**src/rtl/lcd_spi_tx.sv**
```systemverilog
// lcd_spi_tx: ST7789 SPI serializer with CS framing and a valid/ready word input
module lcd_spi_tx #(
  parameter int CLK_DIV = 2
) (
  input  logic       clk,
  input  logic       resetn,
  input  logic       in_valid,
  output logic       in_ready,
  input  logic [8:0] in_data,
  input  logic       in_last,
  output logic       busy,
  output logic       lcd_clk,
  output logic       lcd_cs,
  output logic       lcd_rs,
  output logic       lcd_data
);
  localparam int CW = $clog2(CLK_DIV + 1);
  localparam logic [CW-1:0] TOP = CW'(CLK_DIV - 1);
  typedef enum logic [2:0] {IDLE, SETUP, HIGH, LOW, HOLD, WAIT, GAP} state_t;
  state_t state, state_n;
  logic [CW-1:0] cnt, cnt_n;
  logic [2:0] idx, idx_n;
  logic [7:0] shf, shf_n;
  logic last_q, last_n;
  logic clk_n, cs_n, rs_n, data_n;
  logic acc, done;
  assign in_ready = state == IDLE || state == WAIT;
  assign busy = state != IDLE;
  assign acc = in_valid && in_ready;
  assign done = cnt == TOP;
  // next state and next registered LCD pin values; every timed phase lasts CLK_DIV cycles
  always_comb begin
    state_n = state;
    idx_n = idx;
    shf_n = shf;
    last_n = last_q;
    clk_n = lcd_clk;
    cs_n = lcd_cs;
    rs_n = lcd_rs;
    data_n = lcd_data;
    case (state)
      IDLE, WAIT: if (acc) begin
        state_n = SETUP;
        cs_n = 1'b0;
        rs_n = in_data[8];
        data_n = in_data[7];
        idx_n = 3'd7;
        shf_n = in_data[7:0];
        last_n = in_last;
      end
      SETUP, LOW: if (done) begin
        state_n = HIGH;
        clk_n = 1'b1;
      end
      HIGH: if (done) begin
        clk_n = 1'b0;
        state_n = idx == 3'd0 ? HOLD : LOW;
        idx_n = idx == 3'd0 ? idx : idx - 3'd1;
        data_n = idx == 3'd0 ? lcd_data : shf[idx - 3'd1];
      end
      HOLD: if (done) begin
        state_n = last_q ? GAP : WAIT;
        cs_n = last_q;
        rs_n = last_q ? 1'b1 : lcd_rs;
        data_n = last_q ? 1'b1 : lcd_data;
      end
      GAP: if (done) state_n = IDLE;
      default: state_n = IDLE;
    endcase
    cnt_n = (state_n != state || state == IDLE || state == WAIT) ? '0 : cnt + 1'b1;
  end
  // state, phase counter, latched word and registered LCD pins
  always_ff @(posedge clk or negedge resetn) begin
    if (!resetn) begin
      state <= IDLE;
      cnt <= '0;
      idx <= 3'd0;
      shf <= 8'd0;
      last_q <= 1'b0;
      lcd_clk <= 1'b0;
      lcd_cs <= 1'b1;
      lcd_rs <= 1'b1;
      lcd_data <= 1'b1;
    end else begin
      state <= state_n;
      cnt <= cnt_n;
      idx <= idx_n;
      shf <= shf_n;
      last_q <= last_n;
      lcd_clk <= clk_n;
      lcd_cs <= cs_n;
      lcd_rs <= rs_n;
      lcd_data <= data_n;
    end
  end
endmodule

```
**config.mk**
```make
export PLATFORM = sky130hd
export DESIGN_NAME = lcd_spi_tx
export DESIGN_NICKNAME = d
export VERILOG_FILES = /design/src/rtl/lcd_spi_tx.sv
export SDC_FILE = /design/constraint.sdc
export NUM_CORES = 1
export LEC_CHECK = 0
export CELL_PAD_IN_SITES_DETAIL_PLACEMENT = 0
export CELL_PAD_IN_SITES_GLOBAL_PLACEMENT = 1
export CORE_MARGIN = 2
export CORE_UTILIZATION = 37
export DETAILED_ROUTE_END_ITERATION = 16
export PLACE_DENSITY_LB_ADDON = 0.05
export SLEW_MARGIN = 20
export SYNTH_ARGS = -nofsm -noshare
export SYNTH_HDL_FRONTEND = slang
export SYNTH_SLANG_ARGS = --single-unit
```
**constraint.sdc**
```tcl
create_clock -name clk -period 4.6 [get_ports clk]
set_clock_uncertainty 0.15 [all_clocks]
set_input_delay 0.46 -clock clk [delete_from_list [all_inputs] [get_ports clk]]
set_output_delay 0.46 -clock clk [all_outputs]
set_load 0.005 [all_outputs]
```
# --- Word-level counts from Yosys, hierarchy flattened ---
# Index checks and enable logic that the tools add are counted.
# W data, S select, Z words.
classes:
  add_sub_neg: 2
  mux: 29
  shifts: 0
  reduce_logical: 19
  multipliers: 0
  div: 0
  eq_ne: 14
  n_lt_le_gt_ge: 1
  n_bitwise: 0
ops:
  columns: ["cell", "count"]
  rows:
  - ["$mux W3", 9]
  - ["$pmux W3 S5", 1]
  - ["$ne A2 B2 Y1 const B", 6]
  - ["$mux W1", 11]
  - ["$eq A3 B3 Y1 const B", 3]
  - ["$reduce_and A4 Y1", 2]
  - ["$eq A3 B2 Y1 const B", 2]
  - ["$logic_not A3 Y1", 2]
  - ["$pmux W1 S2", 3]
  - ["$pmux W3 S2", 1]
  - ["$reduce_and A3 Y1", 2]
  - ["$reduce_and A6 Y1", 1]
  - ["$reduce_bool A2 Y1", 3]
  - ["$reduce_bool A3 Y1", 2]
  - ["$lt A3 B4 Y1 const B", 1]
  - ["$mux W2", 2]
  - ["$reduce_or A2 Y1", 2]
  - ["$bmux W1 S3", 1]
  - ["$eq A3 B1 Y1 const B", 1]
  - ["$logic_or A1 B1 Y1", 3]
  - ["$ne A3 B3 Y1", 1]
  - ["$pmux W1 S3", 1]
  - ["$sub A3 B1 Y3 const B", 1]
  - ["$add A2 B1 Y2 const B", 1]
  - ["3 further kinds", 3]
totals:
  memories: 0
  elab_cells: 74
  output_inout_bits: 6
  ramBits: 0
  reg_bits: 21
  input_bits: 13
  latchBits: 0
  rom_bits: 0

# --- Logic depth before layout (Yosys ltp) ---
logic_depth:
  word_depth: 9
  mapped_depth: 6
  depth_no_buf: 6

# --- Worst setup path before layout ---
# OpenSTA, ideal clock, no wires.
synth_path:
  path_type: "reg-to-reg"
  startpoint: "register idx[0]"
  endpoint: "register lcd_data"
  setup_ps: 82
  path_stages_with_launch: 7
  required_time_ps: 4368
  arrival_ps: 1800
  setup_slack_ps: 2568
  path_cell_list: "dfrtp_1 inv_1 ha_1 mux4_1 mux2_2 o32a_1 mux2_4"
synth_between:
  elab_chain_len: 6
synth_lines:
  columns: ["element", "line_no", "text"]
  rows:
  - ["start: declaration", "22", "logic [2:0] idx, idx_n;"]
  - ["start signal: assignment", "87", "idx <= idx_n;"]
  - ["$sub A3 B1 Y3", "59", "data_n = idx == 3'd0 ? lcd_data : shf[idx - 3'd1];"]
  - ["$bmux W1 S3", "59", null]
  - ["$mux W1 (not written as such)", "59", null]
  - ["$mux W1", "59", null]
  - ["$mux W1", "55", "HIGH: if (done) begin"]
  - ["$pmux W1 S3", "41", "case (state)"]
  - ["end signal: assignment", "93", "lcd_data <= data_n;"]
  - ["end: declaration", "15", "output logic lcd_data"]
# Parallel ways exist; a longest one is shown, timed or not. The select of a mux whose other input is x is not followed.
# A chain may end at the register's enable or synchronous reset.

# --- Worst setup path after layout ---
layout_path:
  startpoint: "register state[2]"
  endpoint: "output port in_ready"
layout_between:
  elab_chain_len: 2
layout_lines:
  columns: ["element", "line_no", "text"]
  rows:
  - ["start: declaration", "20", "state_t state, state_n;"]
  - ["start signal: assignment", "85", "state <= state_n;"]
  - ["$eq A3 B3 Y1 / $logic_not A3 Y1 (equally long branches)", "27", "assign in_ready = state == IDLE || state == WAIT;"]
  - ["$logic_or A1 B1 Y1 (*)", "27", null]
  - ["end: declaration", "8", "output logic in_ready,"]
# Every way passes the cells marked *; elsewhere a longest branch is shown, timed or not.

==> results.json <==
{
  "clk_pin_slew_worst_paths_ns": 0.12,
  "hold_depth": 1,
  "clkLatencyLatePin_ns": 0.31,
  "setup_ws_ns": 2.08,
  "yosys_warnings": 0,
  "fp-row-count": 20,
  "cts_tree": "done",
  "hpwl_um": 1750,
  "arrival_ns": 1.91,
  "crit_chain": "xor2_1 > nor2_1 > clkdlybuf4s50_1",
  "slowest_delay_ns": 0.76,
  "ff_latch_area_um2": 529,
  "first_pass_iters": 4,
  "setup_tns_ns": 0,
  "post_cts_buffers": 0,
  "syn_avg_cell_area_um2": 10.8,
  "fmax_mhz": 396,
  "core_area_mm2": 0.00308,
  "syn_to_final_growth_pct": 18.1,
  "final.min_clock_period_ns": 2.52,
  "peakVddDrop_uv": 221,
  "synth_seq_cells": 21,
  "die_y_um": 61.3,
  "tightest_slew_ns": 0.942,
  "numCtsBuffers": 3,
  "diodes": 0,
  "drt-initial-drc-count": 34,
  "portBuffers": 18,
  "grt_max_degree": 22,
  "cp_slowest_cell": "dfrtp_1",
  "fillers": 301,
  "max_slew_margin": 0.370,
  "max_cap_violations": 0,
  "finalSetupViolations": 0,
  "cts_resized": 0,
  "worst_r2r_endpoint": "shf[7]",
  "detail-route-antenna-nets": 0,
  "status": "finished clean",
  "critPathCaptureType": "output pin",
  "hold_end": "cnt[0]",
  "worstRegToRegCells": 3,
  "hp-class": "flop to flop",
  "dieWidth_um": 61.3,
  "cpLargestDelayFamily": "flip-flops",
  "synthFlopType": "dfrtp_1",
  "finalCritPeriodShare": 0.549,
  "multi_input_area_um2": 627,
  "syn_area_mm2": 0.00121,
  "ctsHoldBuffers": 0,
  "slew_viol_final": 0,
  "syn-num-nets": 129,
  "drive_above_1_share": 0.0938,
  "r2r_setup_slack_ns": 2.23,
  "start_util": 0.394,
  "avgRoutedWirePerCell_um": 14.0,
  "gr-total-overflow": 0,
  "hold_viol": 0,
  "worstPathMaxFanout": 20,
  "vias": 900,
  "r2r-start": "state[2]",
  "critPathBufInv": 1,
  "rsz0062_at_grt": "false",
  "clk_path_buf_depth": 2,
  "crit_type": "flop to output pin",
  "yosysUniqueCellTypes": 39,
  "yosysTopAreaCell": "dfrtp_1",
  "pin_count": 19,
  "nNetsFinal": 146,
  "wl_um": 2410,
  "grt_use_total": 0.140,
  "synth-edff-count": 0,
  "dp_slack_ns": 2.07,
  "crit_required_ns": 3.99,
  "viasPerCell": 5.23,
  "grt_pass1_vias": 838,
  "synth_top_area_share": 0.371,
  "grt_pass1_wl_um": 3840,
  "yosysMostFrequentCell": "dfrtp_1",
  "place.gp.congestion": 0.717,
  "dieArea_mm2": 0.00375,
  "critPathLaunchType": "flop",
  "antenna_found_initial": 0,
  "power.density_mw_per_mm2": 604,
  "synth-async-reset-ratio": 1.00,
  "leakage_nw": 0.597,
  "clockRootBuffer": "clkbuf_4",
  "yosysSeqAreaShare": 0.436,
  "clkSinkCount": 21,
  "hold_start": "cnt[0]",
  "ys_top_cells_by_count": "dfrtp_1, nand2_1, mux2_1, o21ai_0",
  "synth.area.top_cells": "dfrtp_1, mux2_1, dfstp_2, mux4_1, ha_1",
  "drc": 0,
  "h-tree-depth": 1,
  "synthCells": 112,
  "path_depth": 3
}
-- registers in the layout, summed over array words and instances (netlist names) --
signal and flops:
shf 8, idx 3, state 3, cnt 2
last_q 1, lcd_clk 1, lcd_cs 1, lcd_data 1
lcd_rs 1
-- power by group --
group / internal [mW] / switching (mW)
registers: 0.279 / 0.0885
clock network: 0.0325 / 0.0589
logic: 0.238 / 0.171
total: 0.549 / 0.318
-- area by class of cell --
type / instances / area share
clock inverter: 1 / 0.00349
clock buffer: 3 / 0.0157
sequential: 21 / 0.369
timing repair buffer: 18 / 0.126
tap: 44 / 0.0384
multi-input combinational: 81 / 0.437
inverter: 4 / 0.0105
-- kinds of logic after synthesis --
logic type               synth area share
flip-flops                          0.436
AO/OA/AOI/OAI                       0.141
AND/OR/NAND/NOR                     0.162
buffers and inverters              0.0474
adder cells (fa/ha/maj)            0.0412
XOR/XNOR                           0.0144
multiplexers                        0.158
-- layout by cell type (no fill, tap or decap) --
cell type        count
a211o_1              1
a211oi_1             3
a21o_1               1
a21oi_1              3
a22o_1               1
a311oi_1             1
clkbuf_4             3
clkdlybuf4s50_1     18
clkinv_2             1
dfrtp_1             18
dfstp_2              3
ha_1                 4
inv_1                4
mux2_1               8
mux2_2               3
mux2_4               1
mux4_1               2
nand2_1              9
nand2b_1             5
nand3_1              3
nand4_1              1
nor2_1               5
nor2b_1              4
nor3_1               2
nor3b_1              1
nor4bb_1             2
o21ai_0              8
o221ai_1             1
o22a_1               1
o22ai_1              1
o311ai_0             1
o31ai_1              1
o32a_1               2
or2b_1               1
or2b_2               1
or3_1                2
xnor2_1              1
xor2_1               1
-- worst max path at each step --
stage                   from        to  slack, ns
floorplan             idx[0]  lcd_data       2.57
global placement    in_valid    shf[7]       2.13
detailed placement  in_valid    shf[2]       2.07
CTS                 state[2]  in_ready       2.09
global route        state[2]  in_ready       1.98
finish              state[2]  in_ready       2.08
-- metal layers --
layer / part of all wire / vias to the layer above / GRT usage / routed length (um)
met5: 0 / - / 0 / 0
met4: 0.014 / 0 / 0.0559 / 34
met3: 0.030 / 5 / 0.0189 / 72
met2: 0.48 / 14 / 0.237 / 1170
met1: 0.47 / 437 / 0.182 / 1140
li1: - / 444 / - / -
-- metrics by stage --
step | utilization | hold WS (ns) | cells | cell area (um2) | total power [mW]
6_report | 0.466 | 0.325 | 172 | 1430 | 0.867
5_1_grt | 0.466 | 0.355 | 172 | 1430 | 0.937
4_1_cts | 0.466 | 0.332 | 172 | 1430 | 0.879
3_5_place_dp | 0.457 | 0.318 | 168 | 1410 | 0.786
3_3_place_gp | 0.457 | 0.305 | 168 | 1410 | 0.779
2_1_floorplan | - | 0.0144 | 112 | 1210 | 0.672
Note: power is estimated with default switching activity, not from simulation.
